## src/rtl/bbqm_queue_ctrl.sv

```systemverilog
// bbqm_queue_ctrl: parametrised bank-queue controller with tick-sampled
// buttons, occupancy FSM, arithmetic wait time and optional 7-seg decoders.
//
// Ports:
//   CLK          system clock
//   reset        asynchronous active-low reset
//   enter_queue  raw enter button (asynchronous, bouncy)
//   leave_queue  raw leave button (asynchronous, bouncy)
//   tcount       active teller count
//   pcount       customers in queue
//   wtime        expected wait in minutes
//   full_led     pcount == MAX_COUNT
//   empty_led    pcount == 0
//   alarm        sticky illegal-request flag
//   seg_units    7-seg wtime units digit (active-high a..g)
//   seg_tens     7-seg wtime tens digit
//   seg_count    7-seg pcount digit, clamped to 9
//
// Build option: define BBQM_SEG7_EN to build the segment decoders;
// otherwise all seg_* outputs are tied to zero.
module bbqm_queue_ctrl #(
    parameter int MAX_COUNT = 7,
    parameter int CNT_W     = 3,
    parameter int TELLER_W  = 2,
    parameter int SVC_TIME  = 3,
    parameter int WT_W      = 5,
    parameter int TICK_DIV  = 500000
) (
    input  logic                CLK,
    input  logic                reset,
    input  logic                enter_queue,
    input  logic                leave_queue,
    input  logic [TELLER_W-1:0] tcount,
    output logic [CNT_W-1:0]    pcount,
    output logic [WT_W-1:0]     wtime,
    output logic                full_led,
    output logic                empty_led,
    output logic                alarm,
    output logic [6:0]          seg_units,
    output logic [6:0]          seg_tens,
    output logic [6:0]          seg_count
);

    localparam int TICK_W = $clog2(TICK_DIV);
    localparam int PW = CNT_W + TELLER_W + $clog2(SVC_TIME) + 1;

    typedef enum logic [1:0] {
        S_EMPTY,
        S_PARTIAL,
        S_FULL
    } state_t;

    logic [TICK_W-1:0] tick_cnt;
    logic              tick;
    logic              tick_d;

    assign tick = (tick_cnt == TICK_W'(TICK_DIV - 1));

    always_ff @(posedge CLK or negedge reset) begin
        if (!reset) begin
            tick_cnt <= '0;
            tick_d   <= 1'b0;
        end else begin
            tick_cnt <= tick ? '0 : tick_cnt + TICK_W'(1);
            tick_d   <= tick;
        end
    end

    logic [1:0] ent_sync;
    logic [1:0] lv_sync;
    logic       ent_cur;
    logic       ent_prev;
    logic       lv_cur;
    logic       lv_prev;
    logic       up;
    logic       down;

    always_ff @(posedge CLK or negedge reset) begin
        if (!reset) begin
            ent_sync <= '0;
            lv_sync  <= '0;
            ent_cur  <= 1'b0;
            ent_prev <= 1'b0;
            lv_cur   <= 1'b0;
            lv_prev  <= 1'b0;
        end else begin
            ent_sync <= {ent_sync[0], enter_queue};
            lv_sync  <= {lv_sync[0], leave_queue};
            if (tick) begin
                ent_prev <= ent_cur;
                ent_cur  <= ent_sync[1];
                lv_prev  <= lv_cur;
                lv_cur   <= lv_sync[1];
            end
        end
    end

    // cur/prev only change on a tick edge; qualifying with the delayed
    // tick turns each rising level into exactly one CLK-wide event.
    assign up   = tick_d & ent_cur & ~ent_prev;
    assign down = tick_d & lv_cur & ~lv_prev;

    state_t           state;
    state_t           state_n;
    logic [CNT_W-1:0] cnt_n;
    logic             alarm_n;

    always_comb begin
        state_n = state;
        cnt_n   = pcount;
        alarm_n = alarm;
        if (up | down) begin
            unique case (state)
                S_EMPTY: begin
                    if (up) begin
                        cnt_n   = CNT_W'(1);
                        alarm_n = 1'b0;
                    end else begin
                        alarm_n = 1'b1;
                    end
                end
                S_PARTIAL: begin
                    alarm_n = 1'b0;
                    if (up & ~down) begin
                        cnt_n = pcount + CNT_W'(1);
                    end else if (down & ~up) begin
                        cnt_n = pcount - CNT_W'(1);
                    end
                end
                S_FULL: begin
                    if (up & ~down) begin
                        alarm_n = 1'b1;
                    end else begin
                        alarm_n = 1'b0;
                        if (down) begin
                            cnt_n = pcount - CNT_W'(1);
                        end
                    end
                end
                default: begin
                    cnt_n = '0;
                end
            endcase
            if (cnt_n == '0) begin
                state_n = S_EMPTY;
            end else if (cnt_n == CNT_W'(MAX_COUNT)) begin
                state_n = S_FULL;
            end else begin
                state_n = S_PARTIAL;
            end
        end
    end

    always_ff @(posedge CLK or negedge reset) begin
        if (!reset) begin
            state     <= S_EMPTY;
            pcount    <= '0;
            alarm     <= 1'b0;
            full_led  <= 1'b0;
            empty_led <= 1'b1;
        end else begin
            state     <= state_n;
            pcount    <= cnt_n;
            alarm     <= alarm_n;
            full_led  <= (state_n == S_FULL);
            empty_led <= (state_n == S_EMPTY);
        end
    end

    // Wait time: ceil-like share of the queue per teller, sized so the
    // product never truncates before the divide.
    logic [PW-1:0]   num;
    logic [PW-1:0]   quo;
    logic [WT_W-1:0] wt_n;

    always_comb begin
        num  = PW'(SVC_TIME) * (PW'(pcount) + PW'(tcount) - PW'(1));
        quo  = '0;
        wt_n = '0;
        if ((pcount != '0) && (tcount != '0)) begin
            quo  = num / PW'(tcount);
            wt_n = WT_W'(quo);
        end
    end

    always_ff @(posedge CLK or negedge reset) begin
        if (!reset) begin
            wtime <= '0;
        end else begin
            wtime <= wt_n;
        end
    end

`ifdef BBQM_SEG7_EN
    function automatic logic [6:0] seg7(input logic [3:0] d);
        logic [6:0] s;
        s = 7'h00;
        unique case (d)
            4'd0: s = 7'h3F;
            4'd1: s = 7'h06;
            4'd2: s = 7'h5B;
            4'd3: s = 7'h4F;
            4'd4: s = 7'h66;
            4'd5: s = 7'h6D;
            4'd6: s = 7'h7D;
            4'd7: s = 7'h07;
            4'd8: s = 7'h7F;
            4'd9: s = 7'h6F;
            default: s = 7'h00;
        endcase
        return s;
    endfunction

    int unsigned wv;
    int unsigned pv;
    logic [3:0]  tens_d;
    logic [3:0]  units_d;
    logic [3:0]  cnt_d;

    always_comb begin
        wv = 32'(wt_n);
        pv = 32'(pcount);
        if (wv > 99) begin
            wv = 99;
        end
        tens_d  = 4'(wv / 10);
        units_d = 4'(wv % 10);
        cnt_d   = (pv > 9) ? 4'd9 : 4'(pv);
    end

    always_ff @(posedge CLK or negedge reset) begin
        if (!reset) begin
            seg_units <= 7'h00;
            seg_tens  <= 7'h00;
            seg_count <= 7'h00;
        end else begin
            seg_units <= seg7(units_d);
            seg_tens  <= seg7(tens_d);
            seg_count <= seg7(cnt_d);
        end
    end
`else
    assign seg_units = 7'h00;
    assign seg_tens  = 7'h00;
    assign seg_count = 7'h00;
`endif

endmodule

```

## config.mk

```make
export PLATFORM = sky130hd
export DESIGN_NAME = bbqm_queue_ctrl
export DESIGN_NICKNAME = d
export VERILOG_FILES = /design/src/rtl/bbqm_queue_ctrl.sv
export SDC_FILE = /design/constraint.sdc
export NUM_CORES = 1
export LEC_CHECK = 0
export CORE_MARGIN = 3
export CORE_UTILIZATION = 30
export DETAILED_ROUTE_END_ITERATION = 10
export REMOVE_ABC_BUFFERS = 1
export SKIP_CTS_REPAIR_TIMING = 1
export SYNTH_ARGS = -nofsm -noshare
export SYNTH_HDL_FRONTEND = slang
export SYNTH_SLANG_ARGS = --single-unit
```

## constraint.sdc

```tcl
create_clock -name CLK -period 13.6 [get_ports CLK]
set_input_delay 1.36 -clock CLK [delete_from_list [all_inputs] [get_ports CLK]]
set_output_delay 1.36 -clock CLK [all_outputs]
set_load 0.01 [all_outputs]
```

Word level (Yosys, flattened, before mapping). Index checks and enable logic that the tools add are counted.

Register bits: 41. Input port bits: 6. Output and inout bits: 32.

Equal/unequal tests: 5. Reductions and logical operators: 8. $mul: 1. Divide/modulo/power cells: 1. Bitwise operators: 11. Mux-type cells: 15. Add/subtract/negate cells: 5.

Operators with widths (count): $add A19 B1 Y19 const B (1); $eq A19 B19 Y1 const B (1); $mux W19 (1); $mux W3 (6); $pmux W3 S3 (1); $div A8 B2 Y8 (1); $mul A3 B5 Y8 const A (1); $and A1 B1 Y1 (6); $mux W2 (3); $reduce_bool A3 Y1 (2); $mux W5 (1); $sub A4 B1 Y5 const B (1); $add A3 B2 Y4 (1); $eq A2 B2 Y1 const B (2); $logic_not A2 Y1 (2); $not A1 Y1 (4); $add A3 B1 Y3 const B (1); $eq A3 B3 Y1 const B (1); $logic_not A3 Y1 (1); $pmux W1 S3 (1); $sub A3 B1 Y3 const B (1); $eq A2 B1 Y1 const B (1); $mux W1 (2); $reduce_and A2 Y1 (1); other kinds (3) (3).

Longest topological paths before layout.
Depth in word-level cells: 13. Mapped depth: 53.

Least setup slack after synthesis. No wires, ideal clock.

Path kind: in2reg. Start point: input tcount[1]. End point: register wtime[0]. Stages on the path: 53. Arrival time: 11.902 ns. Setup slack: 1.566 ns. Setup time: 0.131 ns. Path through: inv_1 > ha_1 > inv_1 > ha_1 > inv_1 > fa_1 > xor2_1 > ha_1 > ha_1 > a211oi_1 > nor2_1 > xnor2_1 > ha_1 > nor2b_1 > or4_1 > nand3_2 > inv_2 > ha_1 > (+17 left out) > a2111oi_4 > mux2i_1 > ha_1 > o21a_1 > nor2_1 > o211ai_1 > a21o_1 > nor2_4 > mux2i_1 > ha_1 > a21oi_1 > and4bb_1 > mux2i_1 > ha_1 > a21oi_1 > nand3_1 > a211oi_1 > a31oi_1.

Word-level cells in the longest chain between the ends: 5.

RTL lines: from (decl) (RTL line 33) `input logic [TELLER_W-1:0] tcount,`; $add A3 B2 Y4 (RTL line 177) `num = PW'(SVC_TIME) * (PW'(pcount) + PW'(tcount) - PW'(1));`; $sub A4 B1 Y5 (RTL line 177); $mul A3 B5 Y8 (RTL line 177); $div A8 B2 Y8 (RTL line 181) `quo = num / PW'(tcount);`; $mux W5 * (RTL line 180) `if ((pcount != '0) && (tcount != '0)) begin`; via wt_n[0] (RTL line 174) `logic [WT_W-1:0] wt_n;`; to (signal assigned) (RTL line 190) `wtime <= wt_n;`; to (decl) (RTL line 35) `output logic [WT_W-1:0] wtime,`.

The timed path passes the listed nets; every way through them passes the cells marked *. A chain may end at the register's enable or synchronous reset.

Worst setup path after layout.
Start point: input tcount[0]. End point: register wtime[0].

Same word-level chain as after synthesis.

==> flow_metrics.tcl <==
set metrics [dict create \
    synth.avg_cell_area_um2 9.08 \
    switching_power_uw 180 \
    grt-ovfl-total 0 \
    post_route_core_utilization_pct 34.6 \
    ant_cells 0 \
    die_w_um 112 \
    synth_area_um2 3370 \
    synth_top_area_share_pct 29.7 \
    drv_slew 0 \
    largest_vdd_supply_drop_mv 0.0425 \
    fmaxAchievable_mhz 80.2 \
    die_y_um 112 \
    hold_viol 0 \
    cts_tree "built" \
    clock-skew-final_ps 6.74 \
    synth_compound_area_share_pct 17.2 \
    grt_util_all_layers_pct 9.99 \
    totalWireLength_mm 6.29 \
    row_count 38 \
    initial_core_util_pct 30.9 \
    drt_iter0_drc 125 \
    power.sequential.fraction_pct 27.4 \
    synthesis.yosys.warnings 0 \
    place_inst 530 \
    synth-async-reset-ratio_pct 100 \
    power.internal_uw 268 \
    number_of_antenna_violations_at_the_first_check_in_global_routing 0 \
    post_route_minimum_period_ps 12470 \
    gp_routability_congestion 0.862 \
    setup.worst_path.class "in -> reg" \
    clock_latency_ps 290 \
    yosys.area_share.xor_xnor_pct 6.24 \
    muxShareOfSynthArea_pct 3.86 \
    cell_type_with_the_highest_occurrence_count_on_the_critical_path "ha_1" \
    first_pass_grt_wire_length_mm 10.8 \
    dpl_cell_area_um2 3670 \
    seq_total_area_yosys_pct 30.5 \
    finalSetupViolations 0 \
    totalNegativeSetupSlack_ps 0 \
    worst_setup_path_end_kind "register" \
    route.detailed.vias_per_inst 4.76 \
    worst-r2r-setup-slack_ps 2220 \
    htreeDepth 2 \
    cpPeakStageDelay_ps 550 \
    firstDrtPassIters 4 \
    run_status "finished clean" \
    power.switching_fraction_pct 40.1 \
    share_comb_of_total_power_pct 55.1 \
    clock_path_buffers 2 \
    post_route_cells_drive_above_1_share_pct 10.6 \
    synth_cells 371 \
    floorplan.io_pins 38 \
    worst_slew_margin_rel_pct 40.7 \
    numClockSinks 41 \
    root_buffer "clkbuf_8" \
    data_arrival_time_of_the_critical_path_ps 12640 \
    synth_fa_ha_area_share_pct 15.5 \
    drc_errors 0 \
    clkPwrFrac_pct 17.5 \
    timing_worst_slew_pin_value_ps 890 \
    power_density_nw_per_um2 119 \
    portBuffers 16 \
    synth-edff-count 0 \
    synth_area_leaders "dfrtp_1 (30%), ha_1 (14%), buf_4 (4.7%), nor2_1 (4.1%), xnor2_1 (3.6%)" \
    synthFlopType "dfrtp_1" \
    worstHoldPathType "reg -> reg" \
    crit_start_category "primary input" \
    cpLargestDelayFamily "adder cells" \
    final_nets 443 \
    total_die_area_um2 12500 \
    synth_area_leader_cell "dfrtp_1" \
    core-area_um2 10900 \
    final_cells 538 \
    rsz_0062_raised_after_global_routing "false" \
    first_global_vias 2479 \
    routedWlPerCell_um 11.7 \
    synth_commonest_cells "dfrtp_1 (40), ha_1 (37), nor2_1 (37)" \
    finish.instance_area_um2 3770 \
    cp_data_required_time_ps 13770 \
    post-dp-hpwl_mm 4.95 \
    ys_seq_elements 41 \
    post-route-period-util_pct 91.7 \
    area_grow_syn2layout_pct 12.0 \
    grt_start_max_net_pins 42 \
    post-synth-top-count-cell "dfrtp_1" \
    vias 2563 \
    worst_path_max_delay_cell "clkdlybuf4s50_1" \
    number_of_max_cap_violations 0 \
    synth_top_family_by_area "simple AND/OR/NAND/NOR gates" \
    cts_made_buffers 5 \
    clk_pin_slew_worst_paths_ps 80 \
    fillerInstances 1095 \
    critPathMaxFanout 9 \
    critical_path_buf_inv_count 7 \
    yosysUniqueCellTypes 62 \
    synth-simple-area-share_pct 18.8 \
    p_leak_uw 0.00173 \
    antenna_left 0 \
]
==> sequential cells by signal (all words and copies together) (netlist names) <==
signal	flops
alarm	1
empty_led	1
ent_cur	1
ent_prev	1
ent_sync	2
full_led	1
lv_cur	1
lv_prev	1
lv_sync	2
pcount	3
state	2
tick_cnt	19
tick_d	1
wtime	5
==> worst register-to-register path: cells and delay by family, from the launching register on <==
kind / cells / cell delay (ps)
xor gates and xnor gates: 2 / 330
and+or+nand+nor: 11 / 1980
AOI/OAI and AO/OA: 17 / 3140
muxes: 4 / 1000
DFF: 1 / 520
buffers and inverters: 6 / 560
adders and majority gates: 13 / 3760
==> through the flow <==
stage               hold WS [ps]  power (uW)  worst slack (ps)
finish                       362         448              1130
global route                 376         483              76.3
CTS                          369         448               775
detailed placement           351         367               497
global placement             332         364               623
floorplan                    331         308              1560
==> layout make-up <==
| type | count | area (um^2) | area share (%) |
|---|---|---|---|
| clock buffer | 5 | 68.8 | 1.82 |
| clock inverter | 3 | 17.5 | 0.464 |
| inverter | 23 | 86.3 | 2.29 |
| multi-input combinational | 301 | 2170 | 57.6 |
| sequential | 41 | 1030 | 27.2 |
| tap | 140 | 175 | 4.64 |
| timing repair buffer | 25 | 223 | 5.90 |
==> path summary, 6_finish.rpt <==
check                           startpoint           end  cells after the start
max in group asynchronous            reset   tick_cnt[4]                      1
worst max register to register   pcount[1]      wtime[0]                     53
min in group asynchronous            reset  tick_cnt[18]                      1
worst max-delay path             tcount[0]      wtime[0]                     54
worst min-delay path            lv_sync[0]    lv_sync[1]                      0
worst min register to register  lv_sync[0]    lv_sync[1]                      0
==> cells by family (layout without fill, tap and decap cells) <==
logic type	Yosys count	in the layout
DFF	41	41
other	1	21
and+or+nand+nor	126	126
AOI/OAI and AO/OA	78	78
adders and majority gates	40	40
xor gates and xnor gates	24	24
muxes	12	12
buffers and inverters	49	56
==> cells in the final DEF (no fill, tap or decap), types with 6 or more instances in the layout <==
| cell | instances |
|---|---|
| xor2_1 | 10 |
| mux2i_1 | 6 |
| ha_1 | 37 |
| conb_1 | 21 |
| o21a_1 | 6 |
| o21ai_0 | 9 |
| nand3_1 | 14 |
| nor3_1 | 7 |
| clkdlybuf4s50_1 | 15 |
| nand2_1 | 26 |
| nor2b_1 | 9 |
| o21ai_1 | 6 |
| inv_1 | 21 |
| nor2_1 | 36 |
| a21oi_1 | 14 |
| xnor2_1 | 14 |
| buf_4 | 9 |
| dfrtp_1 | 40 |
==> power groups by stage <==
stage               clock, uW  sequential [uW]  combinational, uW
global placement            0              125                239
CTS                      81.6              123                244
finish                   78.3              123                247
global route             85.9              123                274
detailed placement          0              125                242
floorplan                   0              125                183
==> per-layer routing <==
| layer | GRT usage (%) | vias up | part of all wire (%) |
|---|---|---|---|
| li1 | - | 1323 | - |
| met2 | 16.2 | 45 | 46 |
| met3 | 2.01 | 4 | 4.0 |
| met5 | 0 | - | 0 |
| met4 | 2.32 | 0 | 0.60 |
| met1 | 13.8 | 1191 | 49 |
Note: power is estimated with default switching activity, not from simulation.
